### src/rtl/sub_word_mem_ctrl.sv
// Sub-word load/store controller between the MEM stage and a word-wide synchronous RAM.
// Sub-word stores do a read-modify-write, and misaligned or reserved-size requests fail without touching memory.
module sub_word_mem_ctrl #(
   parameter int unsigned ADDR_W     = 32,
   parameter bit          BIG_ENDIAN = 1'b0
) (
   input  logic              clk,
   input  logic              reset,
   input  logic              req_valid,
   output logic              req_ready,
   input  logic              req_we,
   input  logic [1:0]        req_size,
   input  logic              req_unsigned,
   input  logic [ADDR_W-1:0] req_addr,
   input  logic [31:0]       req_wdata,
   output logic              resp_valid,
   output logic [31:0]       resp_rdata,
   output logic              resp_err,
   output logic              mem_en,
   output logic              mem_we,
   output logic [ADDR_W-3:0] mem_addr,
   output logic [31:0]       mem_wdata,
   input  logic [31:0]       mem_rdata
);

   typedef enum logic [2:0] {StIdle, StRead, StWait, StWrite, StDone} state_e;

   state_e            state_q, state_d;
   logic              we_q, uns_q, err_q;
   logic [1:0]        size_q;
   logic [ADDR_W-1:0] addr_q;
   logic [31:0]       wdata_q, wbuf_q, rdata_q;

   logic        accept, bad_req, hi;
   logic [1:0]  lane;
   logic [7:0]  sel_byte;
   logic [15:0] sel_half;
   logic [31:0] load_val, merged;

   assign accept  = req_valid && req_ready;
   assign bad_req = (req_size == 2'b11) ||
                    (req_size == 2'b01 && req_addr[0]) ||
                    (req_size == 2'b10 && req_addr[1:0] != 2'b00);

   // For a 2-bit value, 3 - x equals ~x.
   assign lane = BIG_ENDIAN ? ~addr_q[1:0] : addr_q[1:0];
   assign hi   = BIG_ENDIAN ? ~addr_q[1] : addr_q[1];

   always_comb begin
      sel_byte = mem_rdata[{lane, 3'b000} +: 8];
      sel_half = hi ? mem_rdata[31:16] : mem_rdata[15:0];
      unique case (size_q)
         2'b00:   load_val = {{24{~uns_q & sel_byte[7]}}, sel_byte};
         2'b01:   load_val = {{16{~uns_q & sel_half[15]}}, sel_half};
         default: load_val = mem_rdata;
      endcase
      merged = mem_rdata;
      if (size_q == 2'b00) begin
         merged[{lane, 3'b000} +: 8] = wdata_q[7:0];
      end else if (hi) begin
         merged[31:16] = wdata_q[15:0];
      end else begin
         merged[15:0] = wdata_q[15:0];
      end
   end

   always_comb begin
      state_d = state_q;
      unique case (state_q)
         StIdle: begin
            if (accept) begin
               if (bad_req) begin
                  state_d = StDone;
               end else if (req_we && req_size == 2'b10) begin
                  state_d = StWrite;
               end else begin
                  state_d = StRead;
               end
            end
         end
         StRead:  state_d = StWait;
         StWait:  state_d = we_q ? StWrite : StDone;
         StWrite: state_d = StDone;
         StDone:  state_d = StIdle;
         default: state_d = StIdle;
      endcase
   end

   always_comb begin
      req_ready  = !reset && state_q == StIdle;
      resp_valid = !reset && state_q == StDone;
      resp_rdata = rdata_q;
      resp_err   = err_q;
      mem_en     = !reset && (state_q == StRead || state_q == StWrite);
      mem_we     = !reset && state_q == StWrite;
      mem_addr   = reset ? '0 : addr_q[ADDR_W-1:2];
      mem_wdata  = '0;
      if (!reset && state_q == StWrite) begin
         mem_wdata = (size_q == 2'b10) ? wdata_q : wbuf_q;
      end
   end

   always_ff @(posedge clk) begin
      if (reset) begin
         state_q <= StIdle;
         we_q    <= 1'b0;
         uns_q   <= 1'b0;
         err_q   <= 1'b0;
         size_q  <= 2'b00;
         addr_q  <= '0;
         wdata_q <= '0;
         wbuf_q  <= '0;
         rdata_q <= '0;
      end else begin
         state_q <= state_d;
         if (accept) begin
            we_q    <= req_we;
            uns_q   <= req_unsigned;
            size_q  <= req_size;
            addr_q  <= req_addr;
            wdata_q <= req_wdata;
            rdata_q <= '0;
            err_q   <= bad_req;
         end
         if (state_q == StWait) begin
            if (we_q) begin
               wbuf_q <= merged;
            end else begin
               rdata_q <= load_val;
            end
         end
      end
   end

endmodule

### config.mk
export PLATFORM = sky130hd
export DESIGN_NAME = sub_word_mem_ctrl
export DESIGN_NICKNAME = d
export VERILOG_FILES = /design/src/rtl/sub_word_mem_ctrl.sv
export SDC_FILE = /design/constraint.sdc
export NUM_CORES = 1
export LEC_CHECK = 0
export CAP_MARGIN = 15
export CORE_UTILIZATION = 45
export DETAILED_ROUTE_END_ITERATION = 16
export PLACE_DENSITY = 0.76
export SYNTH_ARGS = -nofsm -noshare
export SYNTH_HDL_FRONTEND = slang
export SYNTH_SLANG_ARGS = --single-unit
### constraint.sdc
create_clock -name clk -period 4.8 [get_ports clk]
set_clock_uncertainty 0.15 [all_clocks]
set_input_delay 0.96 -clock clk [delete_from_list [all_inputs] [get_ports clk]]
set_output_delay 0.96 -clock clk [all_outputs]
set_load 0.01 [all_outputs]
* Word-level counts from Yosys, hierarchy flattened
Cells that the tools add are included.
** Word-level totals
- Flip-flop bits (word level) :: 136
- Bits of input ports :: 103
** Operators by class
- Add/subtract/negate cells :: 1
- Equal/unequal tests :: 10
- Shifts and indexed selects :: 3
- Muxes and demuxes :: 17
- Bitwise logic cells :: 3
- Reductions and logical operators :: 16
** Operators by type and width (number)
- $mux W32 :: 6
- $pmux W32 S2 :: 1
- $mux W16 :: 3
- $bwmux W32 :: 1
- $shift A8 B7 Y32 const A :: 1
- $shiftx A32 B6 Y8 :: 1
- $shiftx A8 B7 Y32 :: 1
- $mux W30 :: 1
- $pmux W3 S4 :: 1
- $mux W3 :: 3
- $logic_and A1 B1 Y1 :: 8
- $neg A5 Y7 :: 1
- $eq A2 B2 Y1 const B :: 3
- $eq A3 B2 Y1 const B :: 2
- $eq A2 B1 Y1 const B :: 2
- $eq A3 B1 Y1 const B :: 1
- $eq A3 B3 Y1 const B :: 1
- $logic_not A3 Y1 :: 1
- $logic_or A1 B1 Y1 :: 3
- $and A1 B1 Y1 :: 2
- $logic_not A2 Y1 :: 1
- $mux W2 :: 1
- $ne A2 B2 Y1 const B :: 1
- $reduce_and A2 Y1 :: 1
- 3 further kinds :: 3

* Depth between registers and ports, before layout
Gate-level depths: netlist of the first run.
- Depth in word-level cells :: 7
- Gate-level depth with buffers :: 9
- Mapped depth without buffers :: 6

* Worst setup path after synthesis of the first run
No wires, ideal clock.
- Path type :: input -> output
- Start point :: input reset
- End point :: output mem_wdata[22]
- Arrival :: 1919 ps
- Path slack :: 1771 ps
- Stages on the path :: 5
- Buffers on the path :: 1
- Cells stage by stage :: nor2_1 and2_1 nand2_1 clkbuf_1 a21oi_1
** Between the ends
- Cells in the longest elaborated chain, start to end :: 3
** Ends and longest elaborated chain
- start, declared :: RTL line 8 : input logic reset,
- $logic_not A1 Y1 :: RTL line 98 : if (!reset && state_q == StWrite) begin
- $logic_and A1 B1 Y1 :: RTL line 98
- $mux W32 :: RTL line 98
- end, declared :: RTL line 22 : output logic [31:0] mem_wdata,
Every way passes these cells.

* Final worst setup path of the first run
- Start point :: input reset
- End point :: output mem_wdata[8]
Same word-level chain as after synthesis.

==> out/metrics.cfg, run 1 <==
[outcome]
status = completed

[sta]
min_period_over_period_pct = 79.08
relSlewSlack_pct = 26.13
maxSlewViolCount = 0
rsz0062_at_grt = false
setup_viol = 0
fin_crit_ns = 3.796
max_clock_freq_ghz = 0.2634
whs_ns = 0.3029
hold_violations = 0
tightest_slew_ns = 1.104
tns_ns = 0

[hold_path]
hold_start = wbuf_q[14]$_SDFFE_PP0P_
min_delay_path_depth = 2
hold_path_end = wbuf_q[14]$_SDFFE_PP0P_
hold_class = reg -> reg

[critical_path]
r2r-end = wbuf_q[27]$_SDFFE_PP0P_
crit_required_ns = 3.69
reg2reg_slack_ns = 2.25
reg2regPathDepth = 7
path_class = in -> out
cp.arrival_ns = 2.69
startpoint_type = input pin
cp-end-kind = primary output
startpoint = reset
cp_max_fo = 33
timing.rr.start = addr_q[0]$_SDFFE_PP0P_

[synth]
synth_cells = 796
synth_top_area_share_pct = 40.75
ys_seq_elements = 136
syn_area_per_cell_um2 = 8.394
yosysSeqAreaShare_pct = 40.75
yosysTopAreaCell = dfxtp_1
synth_edf_count = 0
synth.distinct_cells = 47
async_reset_ff_share_pct = 0
ys.flop_type = dfxtp_1
synth_area_mm2 = 0.006681
syn_nets = 904
synthTopCellsByArea = dfxtp_1 (41%), nand2_1 (10%), a21oi_1 (5.7%), mux2_2 (5.1%), mux2i_1 (4.3%)
ys_warn_count = 0

[detailed_routing]
dr.pass1.iters = 5
vias = 6598
post_drt_wl_per_cell_um = 18.50
drt_iter0_markers = 720
via_per_inst = 5.703
wl_um = 21410
detail-route-antenna-nets = 0
drc = 0

[floorplan]
pin_count = 202
die_area_mm2 = 0.01534
core_area_mm2 = 0.01453
core.rowCount = 44
die_h_um = 123.9
start_util_pct = 45.97
die_x_um = 123.9

[grt]
grt_max_degree = 76
grt_overflow = 0
grt_pass1_vias = 5984
grt.total_usage_pct = 28.23
grt_pass1_wl_um = 32460
antenna_found_initial = 0

[clock_tree]
numCtsBuffers = 17
holdBufCountCts = 0
post_cts_buffers = 0
clk_pin_slew_ns = 0.06
clock_latency_ns = 0.42
clock-sinks = 136
cts_buffer_depth = 2
post_cts_resized = 0
cts-root-buf = clkbuf_16
htree_levels = 4
cts_tree = yes

[final_layout]
syn2layout_area_growth_pct = 40.97
drive_gt1_share_pct = 8.736
seqCellArea_mm2 = 0.002723
stdcell_area_mm2 = 0.009419
nFillCells = 1256
multi_input_area_mm2 = 0.003646
layout.nets = 1068
diodes = 0

[pwr]
p_int_mw = 2.453
p_switching_mw = 0.8166
ir_drop_mv = 0.3437
power_frac_clock_pct = 46.5
pwr-share-seq_pct = 38.4
p_leak_nw = 3.456
comb_power_share_pct = 15.2
powerDensity_mw_per_mm2 = 347.1
netSwitchingFraction_pct = 24.98

[place]
place_hpwl_um = 14760
gp_congestion = 0.8659
io_buffer_count = 201
dpl_cell_area_mm2 = 0.008732

[job]
cap_violations = 0

==> cell families after synthesis <==
family	synth area share, %
muxes	9.401
AOI/OAI and AO/OA	19.23
buffers and inverters	4.906
and+or+nand+nor	24.78
adders and majority gates	0.9363
DFF	40.75
==> synthesized netlist by cell type, drive strengths merged (2+ instances only) <==
cell and number:
nand2b 4, nand2 181, a31oi 7, nor3 20, or2 3, nand3b 38
o31ai 4, a211o 17, ha 5, mux2 30, o22ai 7, inv 7
a211oi 17, buf 25, dfxtp 136, and2 9, clkbuf 44, nor4b 2
o21ai 11, a221oi 33, nor2b 32, o2bb2ai 7, o41ai 2, a21oi 77
mux2i 29, nor2 23, and3 9, or3 7
==> critical path, stage by stage <==
cell and delay [ns]:
buf_4 0.12, nor2_1 0.34, and2_1 0.21, nand2_1 0.07
buf_4 0.26, a21oi_1 0.17, clkdlybuf4s50_1 0.55
==> through the flow <==
stage / worst slack, ns / cells / util, % / power, mW
after global routing: 0.7975 / 1157 / 64.81 / 3.380
after CTS: 0.9925 / 1157 / 64.81 / 3.275
after floorplan: 1.771 / 796 / - / 1.545
final: 1.004 / 1157 / 64.81 / 3.270
after detailed placement: 0.9929 / 1125 / 60.08 / 1.766
after global placement: 1.072 / 1125 / 60.08 / 1.761
==> per-layer routing <==
metal	vias up	part of all wire, %	track usage (%)
li1	3154	-	-
met1	3085	42	36.28
met2	317	46	44.17
met3	42	9.5	8.974
met4	0	2.4	10.17
met5	-	0	0
==> state kept, by name, indices dropped and copies added (netlist names) <==
register,flops
addr_q,32
resp_err,1
resp_rdata,32
size_q,2
state_q,3
uns_q,1
wbuf_q,32
wdata_q,32
we_q,1
==> placed cells by master, fill, tap and decap left out, types with 9 or more instances in the layout <==
master | synthesis | routed
nand2_1 | 181 | 181
and2_1 | 9 | 9
and3_1 | 9 | 9
buf_4 | 2 | 14
dfxtp_1 | 136 | 136
nand3b_1 | 37 | 37
mux2i_1 | 29 | 29
a21oi_1 | 76 | 76
a211o_1 | 17 | 17
nor3_1 | 19 | 19
a211oi_1 | 17 | 17
o21ai_0 | 11 | 11
clkdlybuf4s50_1 | 0 | 200
a221oi_1 | 33 | 33
nor2b_1 | 32 | 31
mux2_2 | 30 | 30
nor2_1 | 23 | 23
clkbuf_16 | 0 | 17
==> how the worst max path moves through the flow <==
stage / endpoint / cells after the start
6_report: mem_wdata[8] / 7
5_1_grt: mem_wdata[16] / 7
4_1_cts: mem_wdata[8] / 7
3_5_place_dp: mem_wdata[8] / 7
3_3_place_gp: mem_wdata[19] / 7
2_1_floorplan: mem_wdata[22] / 5
==> area by class of cell <==
| cell class | instances | area share, % |
|---|---|---|
| Timing Repair Buffer | 214 | 22.37 |
| Clock inverter | 11 | 2.298 |
| Inverter | 7 | 0.2790 |
| Multi-Input combinational cell | 584 | 38.71 |
| Tap cell | 184 | 2.444 |
| Clock buffer | 21 | 4.995 |
| Sequential cell | 136 | 28.91 |
==> power groups by stage <==
| stage | sequential [mW] | combinational (mW) | clock [mW] |
|---|---|---|---|
| detailed placement | 1.28 | 0.490 | 0 |
| global placement | 1.27 | 0.487 | 0 |
| finish | 1.25 | 0.496 | 1.52 |
| global route | 1.26 | 0.535 | 1.59 |
| CTS | 1.25 | 0.494 | 1.53 |
| floorplan | 1.25 | 0.291 | 0 |
Power figures use the tool's default switching activity.
==> inputs of run 2 (changes only) <==
Clock period 4.8 ns to 3.59 ns, I/O delays scaled along.
==> out/metrics.cfg, run 2 (synthesis results as in run 1) <==
[outcome]
status = completed

[sta]
min_period_over_period_pct = 87.78
relSlewSlack_pct = 22.18  ; -4.0 points
max_clock_freq_ghz = 0.3173
setup_viol = 0  ; unchanged
maxSlewViolCount = 0  ; unchanged
hold_violations = 0  ; unchanged
fin_crit_ns = 3.151
worst_slack_ns = 0.4388  ; -0.5653 ns
tightest_slew_ns = 1.163  ; +0.05910 ns
tns_ns = 0  ; unchanged
rsz0062_at_grt = false

[critical_path]
cpLargestDelayFamily = buffers and inverters
crit_required_ns = 2.72  ; -0.97 ns
critical_path_buf_inv_count = 2  ; -1
path_class = reg -> out
crit_slowest_cell = dfxtp_1
cp-end-kind = primary output
cp.arrival_ns = 2.28  ; -0.41 ns
cp_max_fo = 33  ; unchanged
cpPeakStageDelay_ns = 0.58  ; +0.03 ns
startpoint_type = register
path_cells = and2_1 -> nand2_1 -> buf_4 -> a21oi_1 -> clkdlybuf4s50_1

[hold_path]
hold_class = reg -> reg

[floorplan]
pin_count = 202  ; unchanged
core_area_mm2 = 0.01453  ; unchanged
start_util_pct = 45.97  ; unchanged
die_h_um = 123.9  ; unchanged
core.rowCount = 44  ; unchanged
die_area_mm2 = 0.01534  ; unchanged
die_x_um = 123.9  ; unchanged

[detailed_routing]
post_drt_wl_per_cell_um = 18.55  ; +0.26%
vias = 6646  ; +0.73%
wl_um = 21500  ; +0.43%
drt_iter0_markers = 659  ; -8.5%
dr.pass1.iters = 7  ; +2
detail-route-antenna-nets = 0  ; unchanged
via_per_inst = 5.734  ; +0.55%
drc = 0  ; unchanged

[final_layout]
diodes = 0  ; unchanged
nFillCells = 1287  ; +2.5%
syn2layout_area_growth_pct = 40.39
final_cell_mix = clkdlybuf4s50_1 (200), nand2_1 (181), dfxtp_1 (136), a21oi_1 (76), nand3b_1 (37)
layout.nets = 1070  ; +0.19%
stdcell_count = 1159  ; +0.17%
drive_gt1_share_pct = 8.821  ; +0.085 points
final_common_cell = clkdlybuf4s50_1
stdcell_area_mm2 = 0.009380  ; -0.41%

[clock_tree]
holdBufCountCts = 0  ; unchanged
clock-sinks = 136  ; unchanged
htree_levels = 4  ; unchanged
clk_pin_slew_ns = 0.06  ; about the same
cts_buffer_depth = 2  ; unchanged
post_cts_buffers = 0  ; unchanged
cts-root-buf = clkbuf_16
numCtsBuffers = 17  ; unchanged
post_cts_resized = 0  ; unchanged
cts_tree = yes
clock_latency_ns = 0.42  ; about the same

[place]
io_buffer_count = 201  ; unchanged
gp_congestion = 0.8690  ; +0.36%
dpl_cell_area_mm2 = 0.008760  ; +0.32%
dp.cells = 1127  ; +0.18%
place_ws_ns = 0.4979  ; -0.4949 ns
place_hpwl_um = 14850  ; +0.59%

[grt]
grt_pass1_vias = 6175  ; +3.2%
antenna_found_initial = 0  ; unchanged
grt_max_degree = 131  ; +72%
grt_overflow = 0  ; unchanged
grt_pass1_wl_um = 32700  ; +0.75%
grt.total_usage_pct = 28.19  ; -0.032 points

[pwr]
powerDensity_mw_per_mm2 = 447.4  ; +29%
p_leak_nw = 3.437  ; -0.55%
ir_drop_mv = 0.4383  ; +28%

[job]
cap_violations = 0  ; unchanged

## run 2: cell types whose count changed in the layout (fill, tap and decap cells not counted)
cell	delta
buf_4	+1
clkinvlp_4	+1
clkbuf_1	+1
clkinv_2	+2
clkbuf_8	-2
buf_12	+1
bufinv_16	-2
## run 2: where the power goes
group / internal (mW) / total, mW / switching, mW / leakage, nW
Sequential: 1.60 / 1.67 / 0.0735 / 1.11
Combinational: 0.326 / 0.674 / 0.348 / 2.03
Clock: 1.18 / 1.85 / 0.673 / 0.292
## run 2: final timing paths
path / from / endpoint / slack, ns / cells after the start
setup / recovery: state_q[0]$_SDFFE_PP0P_ / mem_wdata[24] / 0.44 / 5
hold / removal: wbuf_q[8]$_SDFFE_PP0P_ / wbuf_q[8]$_SDFFE_PP0P_ / 0.30 / 2
setup reg to reg: addr_q[0]$_SDFFE_PP0P_ / wbuf_q[28]$_SDFFE_PP0P_ / 1.08 / 7
hold reg to reg: wbuf_q[8]$_SDFFE_PP0P_ / wbuf_q[8]$_SDFFE_PP0P_ / 0.30 / 2
## run 2: metrics by stage
stage          power (mW)  util (%)  hold slack (ns)
2_1_floorplan       2.065         -           0.2866
5_1_grt             4.347     64.54           0.3207
3_3_place_gp        2.358     60.27           0.2942
4_1_cts             4.210     64.54           0.3043
6_report            4.197     64.54           0.3025
3_5_place_dp        2.366     60.27           0.2965
## run 2: final cells by class
cell class	count	area, um2	area share, %
sequential	136	2723	29.02
timing repair buffer	216	2135	22.76
clock inverter	12	173.9	1.854
clock buffer	20	446.7	4.762
multi-input combinational	584	3646	38.87
inverter	7	26.28	0.2801
tap	184	230.2	2.454
## run 2: worst min-delay path, cell delays in order, from the launching register on
cell and delay (ns):
dfxtp_1 0.30, nand2_1 0.05, a21oi_1 0.05
## run 2: routing by layer
layer / up-vias / GRT usage (%) / routed length, um
met4: 0 / 11.97 / 623
li1: 3148 / - / -
met2: 301 / 43.99 / 9897
met3: 43 / 8.516 / 1963
met1: 3154 / 35.91 / 9017
met5: - / 0 / 0
==> inputs of run 3 (changes only) <==
Clock period 3.59 ns to 4 ns, I/O delays scaled along.
==> out/metrics.cfg, run 3 (synthesis results as in run 1) <==
[final_layout]
seqCellArea_mm2 = 0.002723  ; unchanged
diodes = 0  ; unchanged
nFillCells = 1247  ; -3.1%
multi_input_area_mm2 = 0.003646  ; unchanged
final_common_cell = clkdlybuf4s50_1
final_cell_mix = clkdlybuf4s50_1 (200), nand2_1 (181), dfxtp_1 (136), a21oi_1 (76), nand3b_1 (37)
syn2layout_area_growth_pct = 39.38
drive_gt1_share_pct = 8.607  ; -0.21 points
stdcell_count = 1160  ; +0.086%
layout.nets = 1071  ; +0.093%

[place]
place_ws_ns = 0.7067  ; +0.2088 ns
place_hpwl_um = 14760  ; -0.58%
dp.cells = 1128  ; +0.089%
gp_congestion = 0.8696  ; about the same
io_buffer_count = 201  ; unchanged

[critical_path]
cp_max_fo = 32  ; -3.0%
startpoint = size_q[0]$_SDFFE_PP0P_
cp.arrival_ns = 2.58  ; +0.30 ns
path_class = reg -> out
timing.rr.start = size_q[0]$_SDFFE_PP0P_
cp-end-kind = primary output
crit_required_ns = 3.05  ; +0.33 ns
startpoint_type = register

[floorplan]
die_area_mm2 = 0.01534  ; unchanged
die_h_um = 123.9  ; unchanged
core_area_mm2 = 0.01453  ; unchanged
pin_count = 202  ; unchanged
core.rowCount = 44  ; unchanged
die_x_um = 123.9  ; unchanged
start_util_pct = 45.97  ; unchanged

[sta]
setup_viol = 0  ; unchanged
min_period_over_period_pct = 88.13
worst_slack_ns = 0.4746  ; +0.03583 ns
hold_violations = 0  ; unchanged
tightest_slew_ns = 1.129  ; -0.03433 ns
whs_ns = 0.3047  ; +0.002227 ns
tns_ns = 0  ; unchanged
rsz0062_at_grt = false
relSlewSlack_pct = 24.48  ; +2.3 points
fin_crit_ns = 3.525
maxSlewViolCount = 0  ; unchanged
max_clock_freq_ghz = 0.2837

[detailed_routing]
vias = 6675  ; +0.44%
drc = 0  ; unchanged
post_drt_wl_per_cell_um = 18.31  ; -1.3%
detail-route-antenna-nets = 0  ; unchanged
via_per_inst = 5.754  ; +0.35%
dr.pass1.iters = 5  ; -2
drt_iter0_markers = 632  ; -4.1%
wl_um = 21240  ; -1.2%

[job]
cap_violations = 0  ; unchanged

[grt]
antenna_found_initial = 0  ; unchanged
grt_max_degree = 70  ; -47%
grt.total_usage_pct = 28.15  ; -0.043 points
grt_pass1_wl_um = 32460  ; -0.74%
grt_overflow = 0  ; unchanged
grt_pass1_vias = 6081  ; -1.5%

[pwr]
fin_total_pwr_mw = 3.610  ; -14%
p_leak_nw = 3.414  ; -0.66%
ir_drop_mv = 0.2960  ; -32%
powerDensity_mw_per_mm2 = 387.7  ; -13%

[hold_path]
hold_class = reg -> reg
hold_start = wbuf_q[13]$_SDFFE_PP0P_

[clock_tree]
clk_pin_slew_ns = 0.06  ; about the same
post_cts_resized = 0  ; unchanged
post_cts_buffers = 0  ; unchanged
holdBufCountCts = 0  ; unchanged
cts_buffer_depth = 2  ; unchanged
numCtsBuffers = 17  ; unchanged
cts-root-buf = clkbuf_16
clock_latency_ns = 0.42  ; about the same
htree_levels = 4  ; unchanged
clock-sinks = 136  ; unchanged
cts_tree = yes

[outcome]
status = completed

==> run 3: changes by cell type in the layout (fill, tap and decap cells not counted), sizes merged <==
| cell | change |
|---|---|
| buf | +1 |
| bufinv | -2 |
| clkinv | +2 |
| clkbuf | +3 |
| clkinvlp | -2 |
| inv | -1 |
==> run 3: path summary, 6_finish.rpt <==
check,end,slack (ns),depth (start not counted)
setup reg to reg,wbuf_q[7]$_SDFFE_PP0P_,1.49,5
hold reg to reg,wbuf_q[13]$_SDFFE_PP0P_,0.30,2
setup / recovery,mem_wdata[4],0.47,6
hold / removal,wbuf_q[13]$_SDFFE_PP0P_,0.30,2
==> run 3: routing by layer <==
layer  vias to the layer above  track usage (%)  part of all wire (%)  wire length [um]
li1                       3157                -                     -                 -
met1                      3128            36.53                    42              8955
met2                       343            43.47                    45              9573
met3                        47            8.837                   9.7              2066
met4                         0            10.69                   3.0               643
met5                         -                0                     0                 0
==> run 3: stage by stage <==
step / area (um2) / util (%)
3_5_place_dp: 8755 / 60.24
3_3_place_gp: 8755 / 60.24
2_1_floorplan: 6681 / -
4_1_cts: 9313 / 64.08
5_1_grt: 9313 / 64.08
6_report: 9313 / 64.08
==> run 3: cell type report <==
cell class	instances	share of cell area, %
flip-flops and latches	136	29.24
multi-input cells	584	39.15
clock buffers	23	4.917
inverters	7	0.2821
clock inverters	9	1.075
well taps	184	2.472
repair buffers	217	22.87
==> run 3: power breakdown <==
group          internal, mW  switching (mW)
Sequential             1.44          0.0697
Combinational         0.291           0.307
Clock                 0.927           0.581
Total                  2.65           0.957
==> run 3: critical path, stage by stage (launching register included) <==
cell	delay (ns)
dfxtp_1	0.66
inv_1	0.16
nand2_1	0.11
buf_4	0.33
nand2_1	0.15
a21oi_1	0.17
clkdlybuf4s50_1	0.56
